**src/rtl/xm_pkg.sv**
```systemverilog
// Shared types for the stray-op sequencer and its operations unit.
// Latency: n/a (types, constants and a helper only).
// Backpressure: n/a.
package xm_pkg;

    localparam int WORD_W     = 16;
    localparam int REG_ADDR_W = 3;

    typedef enum logic [1:0] {
        PASS_B = 2'd0,
        SWPB   = 2'd1,
        SXT    = 2'd2,
        PASS_A = 2'd3
    } stray_op_e;

    typedef enum logic [1:0] {
        IDLE  = 2'd0,
        FETCH = 2'd1,
        EXEC  = 2'd2,
        WB    = 2'd3
    } seq_state_e;

    // Only PASS_B works without a register operand.
    function automatic logic needs_fetch(input stray_op_e op);
        return op != PASS_B;
    endfunction

endpackage

```
**src/rtl/stray_op_unit.sv**
```systemverilog
// Stray operations unit: pass-b, swap halves, sign-extend low half, pass-a.
// Latency: combinational.
// Backpressure: none; the result follows op/a/b directly.
// Ports: op (operation select), a (register operand), b (immediate operand), res (result).
module stray_op_unit
    import xm_pkg::*;
#(
    parameter int WORD = WORD_W
) (
    input  stray_op_e        op,
    input  logic [WORD-1:0]  a,
    input  logic [WORD-1:0]  b,
    output logic [WORD-1:0]  res
);

    localparam int HALF = WORD / 2;

    always_comb begin
        res = a;
        case (op)
            PASS_B:  res = b;
            SWPB:    res = {a[HALF-1:0], a[WORD-1:HALF]};
            SXT:     res = {{HALF{a[HALF-1]}}, a[HALF-1:0]};
            PASS_A:  res = a;
            default: res = a;
        endcase
    end

endmodule

```
**src/rtl/stray_op_sequencer.sv**
```systemverilog
// Sequencer that reads a source register, runs the stray op unit and writes the result back.
// Latency: accept edge to write-back cycle is 1 cycle for PASS_B, 3 cycles for the other ops.
// Backpressure: cmd_ready is low while a command is in flight and whenever flush is high.
// Ports: cmd_* command handshake and fields, flush abort, rf_rd_* / rf_wr_* register-file
//        access, psw_* flag write, done pulse coincident with the register write.
module stray_op_sequencer
    import xm_pkg::*;
#(
    parameter int WORD     = WORD_W,
    parameter int REG_ADDR = REG_ADDR_W
) (
    input  logic                clk,
    input  logic                rst,
    input  logic                cmd_valid,
    output logic                cmd_ready,
    input  logic [1:0]          cmd_op,
    input  logic [REG_ADDR-1:0] cmd_src,
    input  logic [REG_ADDR-1:0] cmd_dst,
    input  logic [WORD-1:0]     cmd_imm,
    input  logic                cmd_psw,
    input  logic                flush,
    output logic                rf_rd_en,
    output logic [REG_ADDR-1:0] rf_rd_addr,
    input  logic [WORD-1:0]     rf_rd_data,
    output logic                rf_wr_en,
    output logic [REG_ADDR-1:0] rf_wr_addr,
    output logic [WORD-1:0]     rf_wr_data,
    output logic                psw_wr_en,
    output logic                psw_n,
    output logic                psw_z,
    output logic                done
);

    seq_state_e          state;
    logic                ready_q;
    stray_op_e           op_q;
    logic [REG_ADDR-1:0] dst_q;
    logic [WORD-1:0]     imm_q;
    logic                psw_q;
    logic [WORD-1:0]     res_q;
    logic                n_q;
    logic                z_q;

    logic                accept;
    logic [WORD-1:0]     unit_res;
    logic [WORD-1:0]     wb_res;
    logic                wb_n;
    logic                wb_z;

    // Operand a comes straight from the register file: read data is only
    // valid during EXEC, which is exactly when the result is registered.
    stray_op_unit #(.WORD(WORD)) u_unit (
        .op  (op_q),
        .a   (rf_rd_data),
        .b   (imm_q),
        .res (unit_res)
    );

    assign cmd_ready = ready_q & ~flush;
    assign accept    = cmd_valid & cmd_ready;

    // PASS_B skips EXEC, so its result never lands in res_q; it depends only
    // on the latched immediate and is therefore stable throughout WB.
    always_comb begin
        wb_res = res_q;
        wb_n   = n_q;
        wb_z   = z_q;
        if (op_q == PASS_B) begin
            wb_res = unit_res;
            wb_n   = unit_res[WORD-1];
            wb_z   = (unit_res == '0);
        end
    end

    always_ff @(posedge clk or posedge rst) begin
        if (rst) begin
            state      <= IDLE;
            ready_q    <= 1'b0;
            op_q       <= PASS_B;
            dst_q      <= '0;
            imm_q      <= '0;
            psw_q      <= 1'b0;
            res_q      <= '0;
            n_q        <= 1'b0;
            z_q        <= 1'b0;
            rf_rd_en   <= 1'b0;
            rf_rd_addr <= '0;
            rf_wr_en   <= 1'b0;
            rf_wr_addr <= '0;
            rf_wr_data <= '0;
            psw_wr_en  <= 1'b0;
            psw_n      <= 1'b0;
            psw_z      <= 1'b0;
            done       <= 1'b0;
        end else begin
            // Strobes and their qualifiers are single-cycle pulses.
            rf_rd_en   <= 1'b0;
            rf_rd_addr <= '0;
            rf_wr_en   <= 1'b0;
            rf_wr_addr <= '0;
            rf_wr_data <= '0;
            psw_wr_en  <= 1'b0;
            psw_n      <= 1'b0;
            psw_z      <= 1'b0;
            done       <= 1'b0;

            case (state)
                IDLE: begin
                    if (accept) begin
                        ready_q <= 1'b0;
                        op_q    <= stray_op_e'(cmd_op);
                        dst_q   <= cmd_dst;
                        imm_q   <= cmd_imm;
                        psw_q   <= cmd_psw;
                        if (needs_fetch(stray_op_e'(cmd_op))) begin
                            state      <= FETCH;
                            rf_rd_en   <= 1'b1;
                            rf_rd_addr <= cmd_src;
                        end else begin
                            state <= WB;
                        end
                    end else begin
                        // Also brings ready up on the first edge after reset.
                        ready_q <= 1'b1;
                    end
                end
                FETCH: begin
                    if (flush) begin
                        state   <= IDLE;
                        ready_q <= 1'b1;
                    end else begin
                        state <= EXEC;
                    end
                end
                EXEC: begin
                    if (flush) begin
                        state   <= IDLE;
                        ready_q <= 1'b1;
                    end else begin
                        res_q <= unit_res;
                        n_q   <= unit_res[WORD-1];
                        z_q   <= (unit_res == '0);
                        state <= WB;
                    end
                end
                WB: begin
                    // flush is deliberately ignored: the write is committed.
                    rf_wr_en   <= 1'b1;
                    rf_wr_addr <= dst_q;
                    rf_wr_data <= wb_res;
                    done       <= 1'b1;
                    psw_wr_en  <= psw_q;
                    psw_n      <= psw_q & wb_n;
                    psw_z      <= psw_q & wb_z;
                    state      <= IDLE;
                    ready_q    <= 1'b1;
                end
                default: begin
                    state   <= IDLE;
                    ready_q <= 1'b1;
                end
            endcase
        end
    end

endmodule

```
**config.mk**
```make
export PLATFORM = sky130hd
export DESIGN_NAME = stray_op_sequencer
export DESIGN_NICKNAME = d
export VERILOG_FILES = /design/src/rtl/xm_pkg.sv /design/src/rtl/stray_op_unit.sv /design/src/rtl/stray_op_sequencer.sv
export SDC_FILE = /design/constraint.sdc
export NUM_CORES = 1
export LEC_CHECK = 0
export ABC_AREA = 1
export CAP_MARGIN = 0
export CORE_MARGIN = 4
export CORE_UTILIZATION = 40
export DETAILED_ROUTE_END_ITERATION = 6
export PLACE_DENSITY = 0.67
export SLEW_MARGIN = 20
export SYNTH_ARGS = -nofsm -noshare
export SYNTH_HDL_FRONTEND = slang
export SYNTH_SLANG_ARGS = --single-unit
```
**constraint.sdc**
```tcl
create_clock -name clk -period 2.4 [get_ports clk]
set_input_delay 0.48 -clock clk [delete_from_list [all_inputs] [get_ports clk]]
set_output_delay 0.48 -clock clk [all_outputs]
set_load 0.005 [all_outputs]
```
==> parameters.txt <==
Parameter                              Value

Clock tree
  Num Clock Sinks ... 69
  Clock insertion delay at the later pin of the skew report ... 0.34 ns
  Clock Path Buffers ... 2
  CTS tree ... done
  Number of post-CTS setup repair buffers ... 0
  Clock H-tree levels ... 3
  Clock buffers created by TritonCTS ... 9
  Clock Root Buffer ... clkbuf_8
  Clk pin slew, worst setup/hold paths ... 0.06 ns
  Total of cells resized after clock tree synthesis ... 0
  CTS Hold Buffers Added ... 0

STA
  Worst-margin pin slew ... 0.5324 ns
  Setup repair after global routing missed its margin ... no
  Worst clock skew ... 0.007743 ns
  Fin crit period ... 2.089 ns
  Peak clock frequency supported by timing ... 0.4787 GHz
  Sum of negative setup slack ... 0 ns
  Worst-case headroom to the max-slew limit ... 0.6429
  Setup ws final ... 0.3108 ns
  Number of hold-slack violations in the final timing report ... 0
  Final setup violation count ... 0
  Final critical-path share of the clock period ... 0.8705
  Max-slew violation total from the final report ... 0

Critical path
  CP Buf/Inv Count ... 2
  Critical path class ... input port to output pin
  Required arrival time at the worst endpoint ... 1.92 ns
  Worst-path cell chain ... clkdlybuf4s50_1 -> nor2_1 -> clkdlybuf4s50_1
  Arr. time, crit path ... 1.61 ns
  Number of cells on the worst reg-to-reg path ... 8
  First element of the critical path ... flush
  Startpoint type of the worst setup path ... input port
  Library cell appearing most often on the critical path ... clkdlybuf4s50_1
  Worst Setup End Kind ... output pin
  CP top delay family ... buffers and inverters
  Worst reg2reg startpoint ... op_q[1]
  Slowest cell on the critical path ... clkdlybuf4s50_1
  Maximum net fanout on the critical path ... 3
  Worst path max stage delay ... 0.53 ns
  Levels on crit path ... 3

Yosys
  Xor and xnor area share after synthesis ... 0
  Share of the synthesized area in the top cell type ... 0.5617
  Top FF cell, synth ... dfrtp_1
  Mux contribution to synthesized area ... 0.04029
  Register bit total from synthesis ... 69
  Share of synthesized cell area in and, or, nand and nor gates ... 0.2405
  Complex-gate fraction of the synthesized area ... 0.07326
  Largest family of logic cells by synthesized area ... simple AND/OR/NAND/NOR gates
  Post-Syn Area ... 3074 um^2
  Number of cells produced by synthesis ... 334
  Top cells by area in the synthesized netlist ... dfrtp_1 56%, nand2_1 8.7%, nand3_1 6.0%
  Number of warnings issued by yosys ... 0
  FFs w/ async S/R, synth ... 1.000
  Cell taking the most area after synthesis ... dfrtp_1
  Number of nets in the synthesized netlist ... 383
  Adder-cell share of the synthesized area ... 0.01628
  Top cells by instance count after synthesis ... 71 x nand2_1, 69 x dfrtp_1, 46 x nor2_1
  Share of the yosys chip area belonging to registers ... 0.5617
  Mapped Avg Cell Area ... 9.204 um^2
  Top-count cell post-synth ... nand2_1
  Number of enable flip-flop cells after synthesis ... 0
  Number of different library cells in the post-synthesis netlist ... 24

Route
  DR DRC count ... 0
  Average routed wire per standard cell ... 13.89 um
  Initial drt markers ... 134
  1st-pass router iterations ... 4
  Via count of the routed design ... 2481
  Post-detailed-route count of antenna-violating nets ... 0
  Vias per cell ... 4.846
  Final WL ... 7.110 mm

Floorplan
  Die height ... 95.67 um
  Top-level port count ... 74
  Initial standard-cell utilization of the core ... 0.4171
  Count of standard-cell rows ... 31
  Floorplan Core Area ... 7370 um^2
  Die extent in x ... 95.67 um
  Floorplan die area ... 9152 um^2

Cells and area
  Fraction of final layout cells with drive strength greater than 1 ... 0.1065
  Number of nets at the end of the flow ... 457
  Diodes inserted ... 0
  Area growth syn-to-layout ... 31.62%

Global route
  Busiest metal layer after global routing ... met2
  GRT overflow ... 0
  GR met1 Demand/Resource ... 0.2105
  M2 GR Usage ... 0.2658
  Met3 layer usage reported by global route ... 0.05051
  Number of global-route vias before repair ... 2508
  Number of antenna violations at the first check in global routing ... 0
  First-pass GRT wire length ... 11.55 mm
  Pin count of the biggest net entering global routing ... 52
  Total routing resource utilization after global routing ... 0.1660

Power and ir drop
  Clock share of power ... 0.200
  Static power due to leakage ... 0.001916 uW
  Net load switching power ... 1504 uW
  Cell area power density ... 1032 nW/um^2
  Maximum VDD drop ... 0.4369 mV
  Proportion of power drawn by combinational gates ... 0.377
  Cell Int Power ... 2673 uW
  Fraction of power consumed by sequential logic ... 0.423
  Sw Ratio ... 0.3601

Flow run
  Max-cap violations ... 0

Placed design
  DP Wirelength ... 5.213 mm
  Routability congestion estimate ... 0.8274
  Port bufs ... 73
  Pre-CTS setup slack ... 0.3216 ns

Run status
  Run status ... finished, final reports clean

Min path
  Tightest Hold Check Type ... input port to async pin
power by group through the flow:
stage               logic [uW]  registers [uW]  clock network, uW
global route              1800            1800                918
finish                    1580            1770                834
global placement          1550            1770                  0
CTS                       1590            1760                867
floorplan                 1170            1710                  0
detailed placement        1580            1780                  0
routing by layer:
layer	part of all wire	vias to the layer above
met5	0	-
met4	0.018	0
met3	0.072	9
met2	0.47	77
met1	0.44	1167
li1	-	1228
stage by stage:
step / hold slack (ns) / util / instance area [um^2] / total power (uW) / cells
after floorplan: 0.4274 / - / 3074 / 2883 / 334
after global routing: 0.4741 / 0.5491 / 4046 / 4524 / 512
after detailed placement: 0.4425 / 0.5258 / 3875 / 3366 / 496
after CTS: 0.4590 / 0.5491 / 4046 / 4221 / 512
after global placement: 0.4386 / 0.5258 / 3875 / 3324 / 496
final: 0.4579 / 0.5491 / 4046 / 4176 / 512
flip-flops by register name (all words and copies together) (netlist names):
register and cells:
rf_rd_en 1, ready_q 1, psw_q 1, psw_z 1, rf_wr_addr 3, res_q 16, imm_q 16, psw_n 1
rf_rd_addr 3, done 1, state 2, op_q 2, z_q 1, dst_q 3, psw_wr_en 1, rf_wr_data 16
cell usage in the layout (no fill, tap or decap):
cell type / Yosys / final
inv_1: 19 / 18
o21ai_0: 11 / 11
mux2_2: 11 / 11
inv_4: 1 / 1
ha_1: 4 / 4
o21ai_2: 1 / 1
nor2_4: 1 / 1
buf_12: 0 / 1
nand3_2: 7 / 7
nor2_1: 46 / 46
a21oi_1: 28 / 28
buf_4: 3 / 6
a21oi_2: 1 / 1
clkbuf_8: 0 / 11
nor3_1: 1 / 1
clkbuf_1: 4 / 4
inv_2: 0 / 1
a31oi_1: 2 / 2
clkinv_2: 1 / 2
clkinv_1: 2 / 2
dfrtp_1: 69 / 69
nand3_1: 37 / 37
nand2_1: 71 / 71
nor3b_1: 3 / 3
nand2_2: 1 / 1
clkdlybuf4s50_1: 0 / 73
final timing paths:
| check | slack, ns | to |
|---|---|---|
| worst min-delay path | 0.46 | imm_q[10] |
| worst max register to register | 0.49 | psw_z |
| worst max-delay path | 0.31 | cmd_ready |
| min in group clk | 0.46 | rf_wr_addr[0] |
| max in group asynchronous | 1.34 | res_q[0] |
| worst min register to register | 0.46 | rf_wr_addr[0] |
logic make-up after synthesis:
group | Yosys count
flops | 69
simple gates | 167
fa+ha+maj | 4
compound gates | 43
mux | 11
buf+inv | 40
worst register-to-register path, cell delays in order (launching register included):
cell	delay, ns
dfrtp_1	0.55
nor2_4	0.39
clkinv_2	0.29
nor2_1	0.23
nor2_1	0.08
nand2_1	0.07
nor2_1	0.05
nand3_2	0.09
a21oi_2	0.05
final cells by class:
type / instances / area (um^2)
timing repair buffer: 80 / 795.8
clock buffer: 15 / 166.4
sequential: 69 / 1727
fill: 694 / 3323
clock inverter: 1 / 5.005
tap: 99 / 123.9
inverter: 23 / 90.09
multi-input combinational: 225 / 1139
Note: power is estimated with default switching activity, not from simulation.
